<file path="config.mk">
export PLATFORM = sky130hd
export DESIGN_NAME = regfile_wr_arbiter_flat
export DESIGN_NICKNAME = d
export VERILOG_FILES = /design/src/rtl/regfile_wr_arbiter_if.sv /design/src/rtl/regfile_wr_arbiter.sv /design/src/flat_wrapper.sv
export SDC_FILE = /design/constraint.sdc
export NUM_CORES = 1
export LEC_CHECK = 0
export ABC_CLOCK_PERIOD_IN_PS = 3300
export BUFFER_PORTS_ARGS = -buffer_cell sky130_fd_sc_hd__buf_2
export CORE_MARGIN = 10
export CORE_UTILIZATION = 38
export DETAILED_ROUTE_END_ITERATION = 12
export PLACE_DENSITY_LB_ADDON = 0.05
export SETUP_SLACK_MARGIN = 0.3
export SLEW_MARGIN = 25
export SYNTH_ARGS = -nofsm -noshare
export SYNTH_HDL_FRONTEND = slang
export SYNTH_SLANG_ARGS = --single-unit
</file>
<file path="constraint.sdc">
create_clock -name clk -period 3.3 [get_ports clk]
set_input_delay 0.495 -clock clk [delete_from_list [all_inputs] [get_ports clk]]
set_output_delay 0.495 -clock clk [all_outputs]
set_load 0.02 [all_outputs]
</file>
<file path="src/rtl/regfile_wr_arbiter_if.sv">
// Write-back request bus between producers and the register-file write arbiter.
// Requester i owns addr bits [i*AW +: AW] and data bits [i*DW +: DW].
interface regfile_wr_arbiter_if #(
    parameter int unsigned NREQ = 3,
    parameter int unsigned DW   = 32,
    parameter int unsigned AW   = 4
);
    logic [NREQ-1:0]    req_valid;
    logic [NREQ*AW-1:0] req_addr;
    logic [NREQ*DW-1:0] req_data;
    logic [NREQ-1:0]    req_ready;

    // Producer side
    modport master (output req_valid, output req_addr, output req_data, input req_ready);
    // Arbiter side
    modport slave  (input req_valid, input req_addr, input req_data, output req_ready);
endinterface

</file>
<file path="src/rtl/regfile_wr_arbiter.sv">
// Round-robin arbiter and sequencer for the register-file write port (we3/ra3/wd3).
// Grants one producer per cycle, registers the write, and flags read-after-write
// hazards on the two read ports.
// Optional macro REGWR_ARB_R15_GUARD_EN: writes to R15 are consumed but dropped,
// and err_r15 pulses for one cycle instead.
module regfile_wr_arbiter #(
    parameter int unsigned NREQ = 3,
    parameter int unsigned DW   = 32,
    parameter int unsigned AW   = 4
) (
    input  logic                 clk,
    input  logic                 rst_n,
    regfile_wr_arbiter_if.slave  req,
    input  logic                 wb_stall,
    input  logic [AW-1:0]        ra1,
    input  logic [AW-1:0]        ra2,
    output logic                 we3,
    output logic [AW-1:0]        ra3,
    output logic [DW-1:0]        wd3,
    output logic                 hazard1,
    output logic                 hazard2,
    output logic                 err_r15
);
    localparam int unsigned PW = (NREQ > 1) ? $clog2(NREQ) : 1;
    localparam logic [AW-1:0] R15 = AW'(15);

    logic [PW-1:0]   ptr;
    logic [PW-1:0]   ptr_n;
    logic            we3_n;
    logic [AW-1:0]   ra3_n;
    logic [DW-1:0]   wd3_n;
    logic            err_n;

    logic [NREQ-1:0] ready_c;
    logic            found_c;
    logic [PW-1:0]   win_c;
    int unsigned     idx;
    logic            grant_c;
    logic [AW-1:0]   sel_addr_c;
    logic [DW-1:0]   sel_data_c;

    // Scan requesters starting at ptr; first valid one wins unless stalled or in reset
    always_comb begin
        ready_c = '0;
        found_c = 1'b0;
        win_c   = ptr;
        idx     = 0;
        for (int unsigned o = 0; o < NREQ; o++) begin
            idx = 32'(ptr) + o;
            if (idx >= NREQ) idx = idx - NREQ;
            if (!found_c && req.req_valid[idx]) begin
                found_c = 1'b1;
                win_c   = PW'(idx);
            end
        end
        if (rst_n && !wb_stall && found_c) ready_c[win_c] = 1'b1;
    end

    assign req.req_ready = ready_c;
    assign grant_c       = |ready_c;
    assign sel_addr_c    = req.req_addr[32'(win_c)*AW +: AW];
    assign sel_data_c    = req.req_data[32'(win_c)*DW +: DW];

    // Next-state for pointer and write-port registers
    always_comb begin
        ptr_n = ptr;
        we3_n = 1'b0;
        ra3_n = ra3;
        wd3_n = wd3;
        err_n = 1'b0;
        if (grant_c) begin
            ptr_n = (win_c == PW'(NREQ - 1)) ? '0 : PW'(win_c + 1'b1);
`ifdef REGWR_ARB_R15_GUARD_EN
            if (sel_addr_c == R15) begin
                err_n = 1'b1;
            end else begin
                we3_n = 1'b1;
                ra3_n = sel_addr_c;
                wd3_n = sel_data_c;
            end
`else
            we3_n = 1'b1;
            ra3_n = sel_addr_c;
            wd3_n = sel_data_c;
`endif
        end
    end

    // State registers with synchronous active-low reset
    always_ff @(posedge clk) begin
        if (!rst_n) begin
            ptr <= '0;
            we3 <= 1'b0;
            ra3 <= '0;
            wd3 <= '0;
        end else begin
            ptr <= ptr_n;
            we3 <= we3_n;
            ra3 <= ra3_n;
            wd3 <= wd3_n;
        end
    end

`ifdef REGWR_ARB_R15_GUARD_EN
    // One-cycle pulse for a dropped R15 write
    always_ff @(posedge clk) begin
        if (!rst_n) err_r15 <= 1'b0;
        else        err_r15 <= err_n;
    end
`else
    assign err_r15 = 1'b0;
    logic unused_err;
    assign unused_err = err_n;
`endif

    // R15 reads come from PC+8, so never a hazard against the file
    assign hazard1 = we3 && (ra1 == ra3) && (ra1 != R15);
    assign hazard2 = we3 && (ra2 == ra3) && (ra2 != R15);

endmodule
</file>
<file path="src/flat_wrapper.sv">
// flat-port wrapper written by rule: the top's interface ports become plain ports
module regfile_wr_arbiter_flat 
#(
    parameter int unsigned NREQ = 3,
    parameter int unsigned DW   = 32,
    parameter int unsigned AW   = 4
)
  (clk, rst_n, wb_stall, ra1, ra2, we3, ra3, wd3, hazard1, hazard2, err_r15, req_req_valid, req_req_addr, req_req_data, req_req_ready);
  regfile_wr_arbiter_if #(.NREQ(NREQ), .DW(DW), .AW(AW)) req_i ();
  input  logic clk;
  input  logic rst_n;
  input  logic wb_stall;
  input  logic [AW-1:0] ra1;
  input  logic [AW-1:0] ra2;
  output logic we3;
  output logic [AW-1:0] ra3;
  output logic [DW-1:0] wd3;
  output logic hazard1;
  output logic hazard2;
  output logic err_r15;
  input wire logic [$bits(req_i.req_valid)-1:0] req_req_valid;
  input wire logic [$bits(req_i.req_addr)-1:0] req_req_addr;
  input wire logic [$bits(req_i.req_data)-1:0] req_req_data;
  output wire logic [$bits(req_i.req_ready)-1:0] req_req_ready;
  assign req_i.req_valid = req_req_valid;
  assign req_i.req_addr = req_req_addr;
  assign req_i.req_data = req_req_data;
  assign req_req_ready = req_i.req_ready;
  regfile_wr_arbiter #(.NREQ(NREQ), .DW(DW), .AW(AW)) u_core (.clk(clk), .rst_n(rst_n), .req(req_i), .wb_stall(wb_stall), .ra1(ra1), .ra2(ra2), .we3(we3), .ra3(ra3), .wd3(wd3), .hazard1(hazard1), .hazard2(hazard2), .err_r15(err_r15));
endmodule
</file>
# Word-level counts from Yosys, hierarchy flattened
# Cells that the tools add are included.
# totals
elab_cells	58
register_bits	39
output_inout_bits	43
in_bits	122
# classes
order_cmp	8
n_eq_ne	5
add_sub_neg	6
n_reduce_logical	13
n_shift	2
n_mux	20
# ops
operator	count
32-bit by 3-bit < comparator with 1-bit output (second input constant)	3
32-bit two-way mux	3
96-bit by 8-bit variable part select with 32-bit output	1
32-bit by 2-bit greater-or-equal comparator with 1-bit output (second input constant)	2
32-bit by 2-bit subtractor with 32-bit output (second input constant)	2
12-bit by 5-bit variable part select with 4-bit output	1
1-bit logical AND	9
4-bit equality test	2
1-bit two-way mux	8
2-bit two-way mux	4
4-bit != test (second input constant)	2
1-bit binary-select mux with 2-bit select	3
2-bit by 1-bit adder with 3-bit output (second input constant)	1
2-bit by 2-bit adder with 3-bit output (second input constant)	1
1-bit logical NOT	3
2-bit by 3-bit < comparator with 1-bit output (second input constant)	1
3-bit two-way mux	1
3-bit OR reduction	1
2-bit by 2-bit subtractor with 3-bit output (second input constant)	1
2-bit by 1-bit adder with 2-bit output (second input constant)	1
1-bit demux with 2-bit select	1
2-bit equality test (second input constant)	1
2-bit by 1-bit greater-or-equal comparator with 1-bit output (second input constant)	1
2-bit greater-or-equal comparator (second input constant)	1

# Logic depth before layout (Yosys ltp)
# logic_depth
ltp_word	18
mapped_depth	10
mapped_depth_nobuf	9

# Least setup slack after synthesis
# OpenSTA, ideal clock, no wires.
# synth_path
path_kind	flip-flop to output port
from	register u_core.ptr[0]
to	output port req_req_ready[2]
path_buffers	2
t_arrival_ns	2.476
path_stages_with_launch	11
t_required_ns	2.805
path_slack_ns	0.329
path_cell_list	dfxtp_1 -> inv_1 -> ha_1 -> nand2b_2 -> a21oi_2 -> o41ai_4 -> or2_2 -> or2_1 -> buf_6 -> buf_6 -> nor2_1
# synth_between
elab_chain_len	16
elab_cells_between_ends	34
classes_between	5 x add/sub; 5 x order compare; 18 x mux; 6 x reduce/logical
# synth_lines
item	line_no	rtl
start, declared	regfile_wr_arbiter.sv:27	logic [PW-1:0] ptr;
start signal, assigned	regfile_wr_arbiter.sv:97	ptr <= ptr_n;
branches (longest 15 deep; another with 32-bit by 2-bit subtractor with 32-bit output)	--	
3-bit two-way mux *	regfile_wr_arbiter.sv:56	if (rst_n && !wb_stall && found_c) ready_c[win_c] = 1'b1;
end, declared	flat_wrapper.sv:24	output wire logic [$bits(req_i.req_ready)-1:0] req_req_ready;
# Mark *: on every way between the ends. The select of a mux whose other input is x is not followed.

# Final worst setup path
# layout_path
from	register u_core.ptr[0]
to	output port req_req_ready[0]
# Same word-level chain as after synthesis.

==> impl_metrics.ini <==
[run_status]
status = complete, no violations

[setup_path]
critPathLaunch = u_core.ptr[0]
path_max_fanout = 8
r2r_cells = 10
crit_type = reg2out
required_ns = 2.80
arrival_ns = 2.44
endpoint = req_req_ready[0]
startpoint_type = flop
r2r-end = u_core.ra3[1]
cp-end-kind = output port
rrSetupSlack_ns = 0.63
crit-reg2reg-launch = u_core.ptr[1]

[cts]
path_clk_slew_ns = 0.08
cts_made_buffers = 5
cts_tree = yes
h-tree-depth = 2
cts_root_buffer = clkbuf_8
clock_sinks = 39
cts_buffer_depth = 2
clk_latency_ns = 0.29

[global_route]
grt_use_met1_pct = 19.6
grt_pass1_wl_mm = 13.3
grt-ovfl-total = 0
antenna_found_initial = 0
met3_usage_pct = 7.26
gr-usage-met2_pct = 26.2
grt_start_max_net_pins = 37
first_global_vias = 2668
grt-busiest-layer = met2
track_usage_pct = 16.4

[detailed_routing]
dr.pass1.iters = 5
wl_per_cell_um = 17.6
ant_nets = 0
wl_mm = 8.49
vias_per_cell = 5.21
drtIter0Drc = 96
drc = 0
via_count = 2512

[hold_path]
hold_class = in2reg

[final_layout]
design_area_um2 = 3350
final_util_pct = 56.5
nets = 532
drive_above_1_share_pct = 50.1
antennaDiodeCount = 0
syn2layout_area_growth_pct = 44.5

[synth]
ys_ff_latch = 39
postSynthAreaPerCell_um2 = 9.49
synth_area_um2 = 2310
yosysWarnings = 0
synth-main-ff-cell = dfxtp_1
yosysTopAreaCellShare_pct = 33.7
synth_edf_count = 0
yosys.cell_types.count = 43
syn_inst = 244
synth-async-reset-ratio_pct = 0
synthTopCellsByArea = dfxtp_1, mux2i_1, a32oi_1, o21ai_1, buf_6
yosysSeqAreaShare_pct = 33.7
synth_nets = 370
synth_area_leader_cell = dfxtp_1

[sta]
setup_violations = 0
hold_violations = 0
fmax_mhz = 341
final.setup_skew_ns = 0.00509
drv_slew = 0
period_share_pct = 88.8
finalCriticalPeriod_ns = 2.93
rsz0062_at_grt = no
fin_tns_setup_ns = 0

[pwr]
ir_worst_vdd_v = 0.000490
p_leak_nw = 1.75
power_mw = 3.21
p_per_area_nw_per_um2 = 960

[die]
die_h_um = 98.0
die_w_um = 98.0
rows = 28
io_pins = 165
start_util_pct = 39.1
die-area_um2 = 9610
coreArea_um2 = 5920

[place]
place_area_um2 = 3150
dp_hpwl_mm = 6.55
io_buffers = 163
gp_congestion = 0.821

[flow_run]
cap_violations = 0
## flip-flops by register name, indices dropped and copies added, names as in the netlist
register    count
u_core.we3      1
u_core.ra3      4
u_core.ptr      2
u_core.wd3     32
## repair_timing
| item | in CTS | in global routing |
|---|---|---|
| hold buffers | 0 | 0 |
| resized for setup | 4 | 12 |
| endpoints found under the setup margin | 3 | 3 |
| pin swaps | 0 | 3 |
| setup buffers | 0 | 4 |
## cell type report
type	count	area [µm²]
Fill cell	570	2570
Multi-Input combinational cell	175	1400
Timing Repair Buffer	176	931
Sequential cell	39	786
Clock buffer	7	96.3
Tap cell	75	93.8
Inverter	9	36.3
Clock inverter	1	7.51
## cell usage in the layout (no fill, tap or decap), drive strengths merged, types with 3 or more instances in the layout
cell | synthesis | final
buf | 20 | 176
dfxtp | 39 | 39
o21ai | 39 | 39
mux2i | 38 | 38
a32oi | 34 | 34
inv | 9 | 9
nand2 | 8 | 8
clkbuf | 1 | 7
nor2 | 5 | 5
a21oi | 5 | 5
xor2 | 4 | 4
nand3 | 4 | 4
ha | 4 | 4
nand2b | 3 | 3
or2 | 3 | 3
nor2b | 3 | 3
## synth_stat cells (2+ instances only)
cell	number
a211oi_1	2
a21oi_1	4
a32oi_1	34
and2_1	2
and4_1	2
buf_2	11
buf_4	2
buf_6	7
dfxtp_1	39
ha_1	4
inv_1	8
mux2i_1	38
nand2_1	8
nand2b_1	2
nand3_1	4
nand3b_1	2
nor2_1	5
nor2b_1	2
o21ai_0	8
o21ai_1	31
or2_2	2
or3_1	2
xnor2_1	2
xor2_1	4
## critical path, cell delays in order (launching register included)
cell and delay, ns:
dfxtp_4 0.37, inv_1 0.12, ha_4 0.24, nand2b_1 0.16
a21boi_2 0.27, o41ai_4 0.12, or2_2 0.33, or2_4 0.29
nor2b_1 0.11, buf_4 0.15
## cell families (layout without fill, tap and decap cells)
family	after synthesis	in the layout	synth area share, %
buffers and inverters	30	193	8.16
AO/OA/AOI/OAI	90	90	27.7
flip-flops	39	39	33.7
multiplexers	39	39	17.1
adder cells (fa/ha/maj)	4	4	2.16
AND/OR/NAND/NOR	35	35	8.70
other	1	1	0.162
XOR/XNOR	6	6	2.27
## worst min path at each step
stage / to / depth (start not counted) / from / slack [ns]
after floorplan: u_core.ptr[0] / 2 / u_core.ptr[0] / 0.47
after detailed placement: u_core.wd3[19] / 2 / u_core.wd3[19] / 0.46
after CTS: u_core.wd3[17] / 3 / req_req_data[49] / 0.43
after global routing: u_core.wd3[16] / 3 / req_req_data[48] / 0.44
after global placement: u_core.wd3[17] / 2 / u_core.wd3[17] / 0.44
final: u_core.wd3[17] / 3 / req_req_data[49] / 0.43
## routing by layer
| layer | vias to the layer above | wire length [µm] |
|---|---|---|
| li1 | 1256 | - |
| met1 | 1137 | 3570 |
| met2 | 108 | 3950 |
| met3 | 11 | 827 |
| met4 | 0 | 146 |
| met5 | - | 0 |
## stage by stage
step | setup slack (ns) | cells | hold WS, ns
2_1_floorplan | 0.329 | 244 | 0.473
3_3_place_gp | 0.485 | 470 | 0.444
3_5_place_dp | 0.461 | 470 | 0.455
4_1_cts | 0.300 | 478 | 0.431
5_1_grt | 0.240 | 482 | 0.439
6_report | 0.370 | 482 | 0.433
## power breakdown
part	switching [mW]	internal, mW
Sequential	0.129	0.684
Clock	0.172	0.190
Combinational	1.19	0.851
Power figures use the tool's default switching activity.
